--- config.mk ---
export PLATFORM = sky130hd
export DESIGN_NAME = ps2_key_tx_flat
export DESIGN_NICKNAME = d
export VERILOG_FILES = /design/src/rtl/ps2_pkg.sv /design/src/rtl/ps2_key_tx_if.sv /design/src/rtl/ps2_frame_tx.sv /design/src/rtl/ps2_key_tx.sv /design/src/flat_wrapper.sv
export SDC_FILE = /design/constraint.sdc
export NUM_CORES = 1
export LEC_CHECK = 0
export ABC_AREA = 1
export BUFFER_PORTS_ARGS = -buffer_cell sky130_fd_sc_hd__buf_2
export CORE_MARGIN = 5
export CORE_UTILIZATION = 35
export DETAILED_ROUTE_END_ITERATION = 16
export PLACE_DENSITY_LB_ADDON = 0.15
export SLEW_MARGIN = 20
export SYNTH_ARGS = -nofsm -noshare
export SYNTH_HDL_FRONTEND = slang
export SYNTH_HIERARCHICAL = 1
export SYNTH_SLANG_ARGS = --single-unit
--- constraint.sdc ---
create_clock -name clk_i -period 4.42 [get_ports clk_i]
set_input_delay 0.663 -clock clk_i [delete_from_list [all_inputs] [get_ports clk_i]]
set_output_delay 0.663 -clock clk_i [all_outputs]
set_load 0.01 [all_outputs]
--- src/rtl/ps2_pkg.sv ---
// rtl/ps2_pkg.sv - shared constants, FSM state type and make-code lookup for the PS/2 key emulator
package ps2_pkg;

  localparam logic [7:0] KEY_0 = 8'h45;
  localparam logic [7:0] KEY_1 = 8'h16;
  localparam logic [7:0] KEY_2 = 8'h1E;
  localparam logic [7:0] KEY_3 = 8'h26;
  localparam logic [7:0] KEY_4 = 8'h25;
  localparam logic [7:0] KEY_5 = 8'h2E;
  localparam logic [7:0] KEY_6 = 8'h36;
  localparam logic [7:0] KEY_7 = 8'h3D;
  localparam logic [7:0] KEY_8 = 8'h3E;
  localparam logic [7:0] KEY_9 = 8'h46;

  localparam logic [7:0] BREAK_PREFIX = 8'hF0;
  localparam int         FRAME_BITS   = 11;

  typedef enum logic [1:0] {
    ST_IDLE,
    ST_SEND,
    ST_GAP
  } state_t;

  function automatic logic [7:0] make_code(input logic [3:0] digit);
    logic [7:0] code;
    code = 8'h00;
    case (digit)
      4'd0:    code = KEY_0;
      4'd1:    code = KEY_1;
      4'd2:    code = KEY_2;
      4'd3:    code = KEY_3;
      4'd4:    code = KEY_4;
      4'd5:    code = KEY_5;
      4'd6:    code = KEY_6;
      4'd7:    code = KEY_7;
      4'd8:    code = KEY_8;
      4'd9:    code = KEY_9;
      default: code = 8'h00;
    endcase
    return code;
  endfunction

endpackage

--- src/rtl/ps2_key_tx_if.sv ---
// rtl/ps2_key_tx_if.sv - request/status handshake and PS/2 bus lines of the key emulator
interface ps2_key_tx_if;
  logic       start;
  logic [3:0] num;
  logic       ready;
  logic       done;
  logic       err;
  logic       ps2_clk;
  logic       ps2_data;

  modport master (output start, num, input ready, done, err, ps2_clk, ps2_data);
  modport slave  (input start, num, output ready, done, err, ps2_clk, ps2_data);
endinterface

--- src/rtl/ps2_frame_tx.sv ---
// rtl/ps2_frame_tx.sv - serialises one byte as an 11-cell PS/2 frame (start, 8 data LSB first, odd parity, stop)
module ps2_frame_tx
  import ps2_pkg::*;
#(
  parameter int HALF_PERIOD = 2500
) (
  input  logic       clk_i,
  input  logic       rst_i,
  input  logic       load_i,
  input  logic [7:0] byte_i,
  output logic       busy_o,
  output logic       frame_done_o,
  output logic       ps2_clk_o,
  output logic       ps2_data_o
);

  localparam int              HW        = $clog2(HALF_PERIOD);
  localparam logic [HW-1:0]   HALF_LAST = HW'(HALF_PERIOD - 1);
  localparam logic [3:0]      BIT_LAST  = 4'(FRAME_BITS - 1);

  logic                  busy_q, busy_d;
  logic                  phase_q, phase_d;
  logic [HW-1:0]         half_q, half_d;
  logic [3:0]            bit_q, bit_d;
  logic [FRAME_BITS-1:0] shift_q, shift_d;
  logic                  clk_q, clk_d;
  logic                  data_q, data_d;

  logic half_end;
  assign half_end     = busy_q && (half_q == HALF_LAST);
  assign frame_done_o = half_end && phase_q && (bit_q == BIT_LAST);

  always_comb begin
    busy_d  = busy_q;
    phase_d = phase_q;
    half_d  = half_q;
    bit_d   = bit_q;
    shift_d = shift_q;
    clk_d   = clk_q;
    data_d  = data_q;
    if (load_i) begin
      // shift_q[0] is always the bit currently on the line; the start bit goes out immediately
      shift_d = {1'b1, ~^byte_i, byte_i, 1'b0};
      busy_d  = 1'b1;
      phase_d = 1'b0;
      half_d  = '0;
      bit_d   = '0;
      clk_d   = 1'b1;
      data_d  = 1'b0;
    end else if (busy_q) begin
      if (half_end) begin
        half_d  = '0;
        phase_d = ~phase_q;
        if (!phase_q) begin
          clk_d = 1'b0;
        end else if (bit_q == BIT_LAST) begin
          busy_d = 1'b0;
          clk_d  = 1'b1;
          data_d = 1'b1;
        end else begin
          bit_d   = bit_q + 4'd1;
          shift_d = {1'b1, shift_q[FRAME_BITS-1:1]};
          clk_d   = 1'b1;
          data_d  = shift_q[1];
        end
      end else begin
        half_d = half_q + 1'b1;
      end
    end
  end

  always_ff @(posedge clk_i or posedge rst_i) begin
    if (rst_i) begin
      busy_q  <= 1'b0;
      phase_q <= 1'b0;
      half_q  <= '0;
      bit_q   <= '0;
      shift_q <= '1;
      clk_q   <= 1'b1;
      data_q  <= 1'b1;
    end else begin
      busy_q  <= busy_d;
      phase_q <= phase_d;
      half_q  <= half_d;
      bit_q   <= bit_d;
      shift_q <= shift_d;
      clk_q   <= clk_d;
      data_q  <= data_d;
    end
  end

  assign busy_o     = busy_q;
  assign ps2_clk_o  = clk_q;
  assign ps2_data_o = data_q;

endmodule

--- src/rtl/ps2_key_tx.sv ---
// rtl/ps2_key_tx.sv - sequences make / break prefix / make frames with idle gaps for one decimal key
module ps2_key_tx
  import ps2_pkg::*;
#(
  parameter int HALF_PERIOD = 2500,
  parameter int BYTE_GAP    = 5000
) (
  input logic          clk_i,
  input logic          rst_i,
  ps2_key_tx_if.slave  bus_if
);

  localparam int            GW       = $clog2(BYTE_GAP + 1);
  localparam logic [GW-1:0] GAP_LAST = GW'(BYTE_GAP - 1);

  state_t        state_q, state_d;
  logic [1:0]    byte_idx_q, byte_idx_d;
  logic [GW-1:0] gap_q, gap_d;
  logic [7:0]    code_q, code_d;
  logic          ready_q, ready_d;
  logic          done_q, done_d;
  logic          err_q, err_d;

  logic       load;
  logic [7:0] load_byte;
  logic       frame_busy;
  logic       frame_done;

  always_comb begin
    state_d    = state_q;
    byte_idx_d = byte_idx_q;
    gap_d      = gap_q;
    code_d     = code_q;
    ready_d    = ready_q;
    done_d     = 1'b0;
    err_d      = 1'b0;
    load       = 1'b0;
    load_byte  = code_q;
    case (state_q)
      ST_IDLE: begin
        if (bus_if.start) begin
          if (bus_if.num > 4'd9) begin
            err_d = 1'b1;
          end else begin
            code_d     = make_code(bus_if.num);
            load       = !frame_busy;
            load_byte  = make_code(bus_if.num);
            byte_idx_d = 2'd0;
            ready_d    = 1'b0;
            state_d    = ST_SEND;
          end
        end
      end
      ST_SEND: begin
        if (frame_done) begin
          gap_d   = '0;
          state_d = ST_GAP;
        end
      end
      ST_GAP: begin
        if (gap_q == GAP_LAST) begin
          gap_d = '0;
          if (byte_idx_q < 2'd2) begin
            // byte 1 is the break prefix, byte 2 repeats the make code
            byte_idx_d = byte_idx_q + 2'd1;
            load       = !frame_busy;
            load_byte  = (byte_idx_q == 2'd0) ? BREAK_PREFIX : code_q;
            state_d    = ST_SEND;
          end else begin
            done_d  = 1'b1;
            ready_d = 1'b1;
            state_d = ST_IDLE;
          end
        end else begin
          gap_d = gap_q + 1'b1;
        end
      end
      default: begin
        ready_d = 1'b1;
        state_d = ST_IDLE;
      end
    endcase
  end

  always_ff @(posedge clk_i or posedge rst_i) begin
    if (rst_i) begin
      state_q    <= ST_IDLE;
      byte_idx_q <= '0;
      gap_q      <= '0;
      code_q     <= '0;
      ready_q    <= 1'b1;
      done_q     <= 1'b0;
      err_q      <= 1'b0;
    end else begin
      state_q    <= state_d;
      byte_idx_q <= byte_idx_d;
      gap_q      <= gap_d;
      code_q     <= code_d;
      ready_q    <= ready_d;
      done_q     <= done_d;
      err_q      <= err_d;
    end
  end

  ps2_frame_tx #(.HALF_PERIOD(HALF_PERIOD)) u_frame_tx (
    .clk_i        (clk_i),
    .rst_i        (rst_i),
    .load_i       (load),
    .byte_i       (load_byte),
    .busy_o       (frame_busy),
    .frame_done_o (frame_done),
    .ps2_clk_o    (bus_if.ps2_clk),
    .ps2_data_o   (bus_if.ps2_data)
  );

  assign bus_if.ready = ready_q;
  assign bus_if.done  = done_q;
  assign bus_if.err   = err_q;

endmodule
--- src/flat_wrapper.sv ---
// flat-port wrapper written by rule: the top's interface ports become plain ports
module ps2_key_tx_flat import ps2_pkg::*;
#(
  parameter int HALF_PERIOD = 2500,
  parameter int BYTE_GAP    = 5000
)
  (clk_i, rst_i, bus_if_start, bus_if_num, bus_if_ready, bus_if_done, bus_if_err, bus_if_ps2_clk, bus_if_ps2_data);
  ps2_key_tx_if bus_if_i ();
  input logic clk_i;
  input logic rst_i;
  input wire logic [$bits(bus_if_i.start)-1:0] bus_if_start;
  input wire logic [$bits(bus_if_i.num)-1:0] bus_if_num;
  output wire logic [$bits(bus_if_i.ready)-1:0] bus_if_ready;
  output wire logic [$bits(bus_if_i.done)-1:0] bus_if_done;
  output wire logic [$bits(bus_if_i.err)-1:0] bus_if_err;
  output wire logic [$bits(bus_if_i.ps2_clk)-1:0] bus_if_ps2_clk;
  output wire logic [$bits(bus_if_i.ps2_data)-1:0] bus_if_ps2_data;
  assign bus_if_i.start = bus_if_start;
  assign bus_if_i.num = bus_if_num;
  assign bus_if_ready = bus_if_i.ready;
  assign bus_if_done = bus_if_i.done;
  assign bus_if_err = bus_if_i.err;
  assign bus_if_ps2_clk = bus_if_i.ps2_clk;
  assign bus_if_ps2_data = bus_if_i.ps2_data;
  ps2_key_tx #(.HALF_PERIOD(HALF_PERIOD), .BYTE_GAP(BYTE_GAP)) u_core (.clk_i(clk_i), .rst_i(rst_i), .bus_if(bus_if_i));
endmodule
-- Word level (Yosys, flattened, before mapping)
Memories as Yosys holds them, arrays and structs flattened. A register that Yosys moved wholly into a read port is not among the register bits.
Index checks and enable logic that the tools add are counted.
- $add $sub $neg: 4
- magnitude comparators: 2
- equality and inequality tests: 12
- muxes and demuxes: 66
- bitwise gates (word level): 3
- reduce and logical (&&, ||, !) cells: 20
- operators by type and width (kind ; number):
    $mux 11 ; 5
    $mux 8 ; 5
    $mux 12 ; 3
    $mux 1 ; 32
    $mux 13 ; 2
    $pmux 13 s2 ; 1
    $mux 4 ; 5
    $mux 2 ; 8
    $pmux 8 s2 ; 1
    $add 13x1->13 const B ; 1
    $eq 13x13->1 const B ; 1
    $add 12x1->12 const B ; 1
    $eq 12x12->1 const B ; 1
    $reduce_and 5->1 ; 2
    $reduce_bool 2->1 ; 5
    $ne 2x1->1 const B ; 4
    $reduce_and 4->1 ; 2
    $reduce_xnor 8->1 ; 1
    $ne 2x2->1 const B ; 3
    $pmux 2 s3 ; 1
    $reduce_and 3->1 ; 2
    $add 4x1->4 const B ; 1
    $eq 4x4->1 const B ; 1
    $gt 4x4->1 const B ; 1
    other kinds (12) ; 18
- flip-flop bits (word level): 59
- ROM bits: 224
- bits of input ports: 7
- output and inout port bits: 5
- logic and storage cells: 123
- memories kept: 2
- memories (memory ; words ; bits a word ; read ports ; clocked after memory_dff ; wr ports ; line ; source):
    (name not given) ; 16 ; 7 ; 1 ; 1 ; 0 ; ps2_pkg.sv:27 ; case (digit)
    (name not given) ; 16 ; 7 ; 1 ; 0 ; 0 ; ps2_pkg.sv:27 ;

-- Longest topological paths before layout
- word-level depth: 7
- mapped depth: 18
- mapped depth without buffers: 18

-- Hierarchy
The synthesis kept the hierarchy.
- by module, submodules not included (module ; times used ; cells each ; area each (um^2)):
    ps2_frame_tx ; 1 ; 234 ; 1769.2
    ps2_key_tx ; 1 ; 211 ; 1625.3

-- Worst setup path before layout
No wires, ideal clock.
- kind: input to register
- start: in bus_if_num[0]
- end: reg u_core.u_frame_tx.shift_q[1]
- arrival: 2195 ps
- data required time: 4351 ps
- slack: 2156 ps
- stages: 12
- path buffers: 2
- path through: inv_1 ha_1 nand2_1 nand2_2 nand2_4 o21ai_2 inv_1 nor2_1 buf_2 clkbuf_1 o21ai_0 o21ai_2
- longest elaborated chain between the ends: 6
- elaborated cells on any way between the ends: 14
- those cells by class: 1 x order compare; 1 x eq/ne; 7 x mux; 4 x reduce/logical; 1 x memory
- ends and longest elaborated chain (item ; line ; source):
    from (decl) ; flat_wrapper.sv:12 ; input wire logic [$bits(bus_if_i.num)-1:0] bus_if_num;
    $gt 4x4->1 (*) ; ps2_key_tx.sv:42 ; if (bus_if.num > 4'd9) begin
    $mux 1 (*) ; ps2_key_tx.sv:42 ;
    $mux 1 (*) ; ps2_key_tx.sv:41 ; if (bus_if.start) begin
    $pmux 1 s2 (*) ; ps2_key_tx.sv:39 ; case (state_q)
    net u_core.load ; ps2_key_tx.sv:24 ; logic load;
    $ne 2x1->1 (no source line) or $reduce_bool 2->1 (tied branches) ; - ;
    $reduce_and 4->1 (no source line) ; - ;
    to (signal assigned) ; ps2_frame_tx.sv:86 ; shift_q <= shift_d;
    to (decl) ; ps2_frame_tx.sv:25 ; logic [FRAME_BITS-1:0] shift_q, shift_d;
The timed path passes the listed nets; every way through them passes the cells marked *.
A chain may end at the register's enable or synchronous reset.

-- Worst setup path in the final report
- start: in bus_if_num[1]
- end: reg u_core.u_frame_tx.half_q[2]
- longest elaborated chain between the ends: 5
- elaborated cells on any way between the ends: 6
- those cells by class: 1 x order compare; 4 x mux; 1 x reduce/logical
- ends and longest elaborated chain (item ; line ; source):
    $gt 4x4->1 (*) ; ps2_key_tx.sv:42 ;
    $mux 1 (*) ; ps2_key_tx.sv:42 ;
    $mux 1 (*) ; ps2_key_tx.sv:41 ;
    $pmux 1 s2 (*) ; ps2_key_tx.sv:39 ;
    net u_core.load ; ps2_key_tx.sv:24 ;
    $mux 12 or $reduce_bool 2->1 (tied branches) ; - ;
    to (signal assigned) ; ps2_frame_tx.sv:84 ; half_q <= half_d;
    to (decl) ; ps2_frame_tx.sv:23 ; logic [HW-1:0] half_q, half_d;
Marks and branches as above.

==> summary.txt <==
Final nets -> 477
Vias per std cell -> 4.528
Worst vdd ir -> 0.1724 mV
Worst r2r path cells -> 13
Max Root-Sink Buffers -> 2
Max-slew violations -> 0
Synth top area share -> 0.3244
Final hold violation count -> 0
Drt pass-1 iters -> 4
Setup Crit Path Kind -> in2reg
Syn avg cell area -> 7.628 um2
Family with the most delay on the worst path -> simple AND/OR/NAND/NOR gates
Seq cells post-synth -> 56
Largest net degree at the start of global routing -> 30
PwrDens -> 241.9 mW/mm2
Final WL -> 6.491 mm
Die area -> 0.01177 mm2
Initial core utilization -> 0.3538
Sequential area share after synthesis -> 0.4173
Crit-path max FO -> 21
First-pass GRT wire length -> 12.14 mm
Cells after Synth -> 445
Final HPWL DP -> 4.897 mm
CP bufs+invs -> 5
Crit. End Element -> flop
Final setup TNS -> 0 ps
Layout area overhead -> 8.441%
Slowest CP cell -> nor2_1
Die Ht -> 108.5 um
Gr ovfl total -> 0
Synth Net Count -> 463
Mapped Area -> 0.003395 mm2
Commonest cells after routing, fill and taps aside -> nand2_1, inv_1, dfrtp_1
Reg-to-Reg Start -> u_core/gap_q[0]$_DFFE_PP0P_
H-tree level count -> 2
Setup Buffers After CTS -> 0
Post-CTS Resized -> 0
CTS tree -> yes
Placeable Area -> 0.009594 mm2
All-Layer GR Usage -> 0.1252
Worst-Margin Slew -> 849.1 ps
I/O Pins -> 12
HP Class -> in2async
Sink Count -> 56
Via count -> 2,685
Hold_buf cts -> 0
Rel. slew slack -> 0.4318
Leak -> 1.812 nW
Max Fclk -> 0.3612 GHz
Post-route insts no fill -> 593
R2r endpoint -> u_core/u_frame_tx/half_q[2]$_DFFE_PP0P_
Insertion delay to the later sink of the worst-skew pair -> 310 ps
Max Cap Viol -> 0
Antenna-violating nets left -> 0
Most common cell after layout, fill and taps aside -> nand2_1
Period minus WS final -> 2768 ps
Root Driver -> clkbuf_8
Synth top area cells -> dfrtp_1, nand2_1, dfstp_2
CTS buffer count -> 5
Std cell rows -> 36
Biggest area consumer among synthesized cells -> dfrtp_1
Fin Hold WS -> 402.4 ps
Startpoint types -> input port
Asr flop ratio synth -> 1.000
Per-cell routed wire length -> 10.95 um
Largest stage delay on the critical path -> 670 ps
CP cell instances -> buf_2 > inv_1 > ha_1 > a21oi_2 > nand2_2 > nand2_4 > o21ai_2 > inv_1 > nor2_1 > buf_4 > nor2_1 > inv_1 > nand2_1 > nand2_1 > a21oi_1
Cell variety after synth -> 43
Final setup fails -> 0
Initial drt markers -> 94
Layout cell share with drive strength beyond 1 -> 0.1978
Die Wd -> 108.5 um
Status -> complete, no violations
IO buf count -> 11
Number of global-route vias before repair -> 2,636
Initial antenna violation count -> 0
Final GP Congestion -> 0.8291
Register-to-register setup slack -> 1740 ps
WP data required -> 4660 ps
Yosys warnings -> 13
Reg clk slew, reported paths -> 110 ps
Synth Flop Type -> dfrtp_1
DRC errors left -> 0
Clk_skew -> 11.24 ps
Ant. Diodes -> 0
Placed cell count -> 585
Ratio of final minimum period to clock period -> 0.6263
Post-synth EDFFs -> 0
RSZ-0062 raised after global routing -> false
Worst path arrival time -> 3010 ps
Most common cell on crit path -> inv_1
==> final cells by class <==
cell class                      instances  area (um2)
Clock buffer                            7       86.33
Clock inverter                          1       7.507
Fill cell                            1040        5913
Inverter                               68       255.2
Multi-Input combinational cell        315        1679
Sequential cell                        56        1416
Tap cell                              133       166.4
Timing Repair Buffer                   13       70.07
==> kinds of logic (layout without fill, tap and decap cells) <==
group | Yosys count | after routing | share of synthesized area
buf+inv | 74 | 89 | 0.08809
simple gates | 232 | 232 | 0.3192
flops | 56 | 56 | 0.4173
xor+xnor | 8 | 8 | 0.02064
fa+ha+maj | 11 | 11 | 0.04054
compound gates | 64 | 64 | 0.1143
==> cell usage after synthesis, types with 2 or more instances <==
cell and instances:
nand2_1 134, inv_1 50, dfrtp_1 44, nor2_1 28, nand3_1 24, o21ai_0 21, inv_2 17, a21oi_1 12
dfstp_2 12, o21ai_2 12, ha_1 11, nand2_2 11, nor3_1 11, o21ai_1 9, xor2_1 6, nor2_4 4
nand2_4 3, nand4_1 3, or2_2 3, buf_2 2, buf_6 2, nor3b_2 2, o22ai_1 2, o31ai_1 2
xnor2_1 2
==> registers in the layout (all words and copies together), names as in the netlist <==
signal                        flops
u_core/u_frame_tx/shift_q         9
u_core/u_frame_tx/half_q         12
u_core/u_frame_tx/busy_o          1
u_core/u_frame_tx/bit_q           4
u_core/gap_q                     13
u_core/bus_if.done                1
u_core/byte_idx_q                 2
u_core/code_q                     7
u_core/state_q                    2
u_core/bus_if.err                 1
u_core/bus_if.ready               1
u_core/u_frame_tx/ps2_clk_o       1
u_core/u_frame_tx/ps2_data_o      1
u_core/u_frame_tx/phase_q         1
==> routing by layer <==
layer / vias to the layer above / track usage / wire [um]
met5: - / 0 / 0
li1: 1426 / - / -
met3: 2 / 0.02209 / 185
met1: 1223 / 0.1795 / 3411
met4: 0 / 0.03066 / 37
met2: 34 / 0.1959 / 2857
==> stage by stage <==
stage	setup slack (ps)	total power, W	util	cell area [um2]
floorplan	2156	0.0005838	-	3395
global placement	1376	0.0006000	0.3739	3587
detailed placement	1277	0.0006014	0.3739	3587
CTS	1609	0.0009108	0.3837	3681
global route	1394	0.0009404	0.3837	3681
finish	1652	0.0008903	0.3837	3681
==> where the power goes <==
| group | switching (W) | internal, W | leakage, nW |
|---|---|---|---|
| registers | 0.00000397 | 0.000523 | 0.705 |
| clock network | 0.000172 | 0.000128 | 0.0445 |
| logic | 0.0000419 | 0.0000208 | 1.06 |
| total | 0.000218 | 0.000672 | 1.81 |
==> worst max path at each step <==
stage,from,to,slack [ps],cells after the start
floorplan,bus_if_num[0],u_core/u_frame_tx/shift_q[1]$_DFFE_PP1P_,2160,12
global placement,bus_if_num[1],u_core/u_frame_tx/half_q[4]$_DFFE_PP0P_,1380,14
detailed placement,bus_if_num[1],u_core/u_frame_tx/half_q[4]$_DFFE_PP0P_,1280,14
CTS,bus_if_num[1],u_core/u_frame_tx/half_q[2]$_DFFE_PP0P_,1610,15
global route,bus_if_num[1],u_core/u_frame_tx/half_q[2]$_DFFE_PP0P_,1390,15
finish,bus_if_num[1],u_core/u_frame_tx/half_q[2]$_DFFE_PP0P_,1650,15
Note: power is estimated with default switching activity, not from simulation.
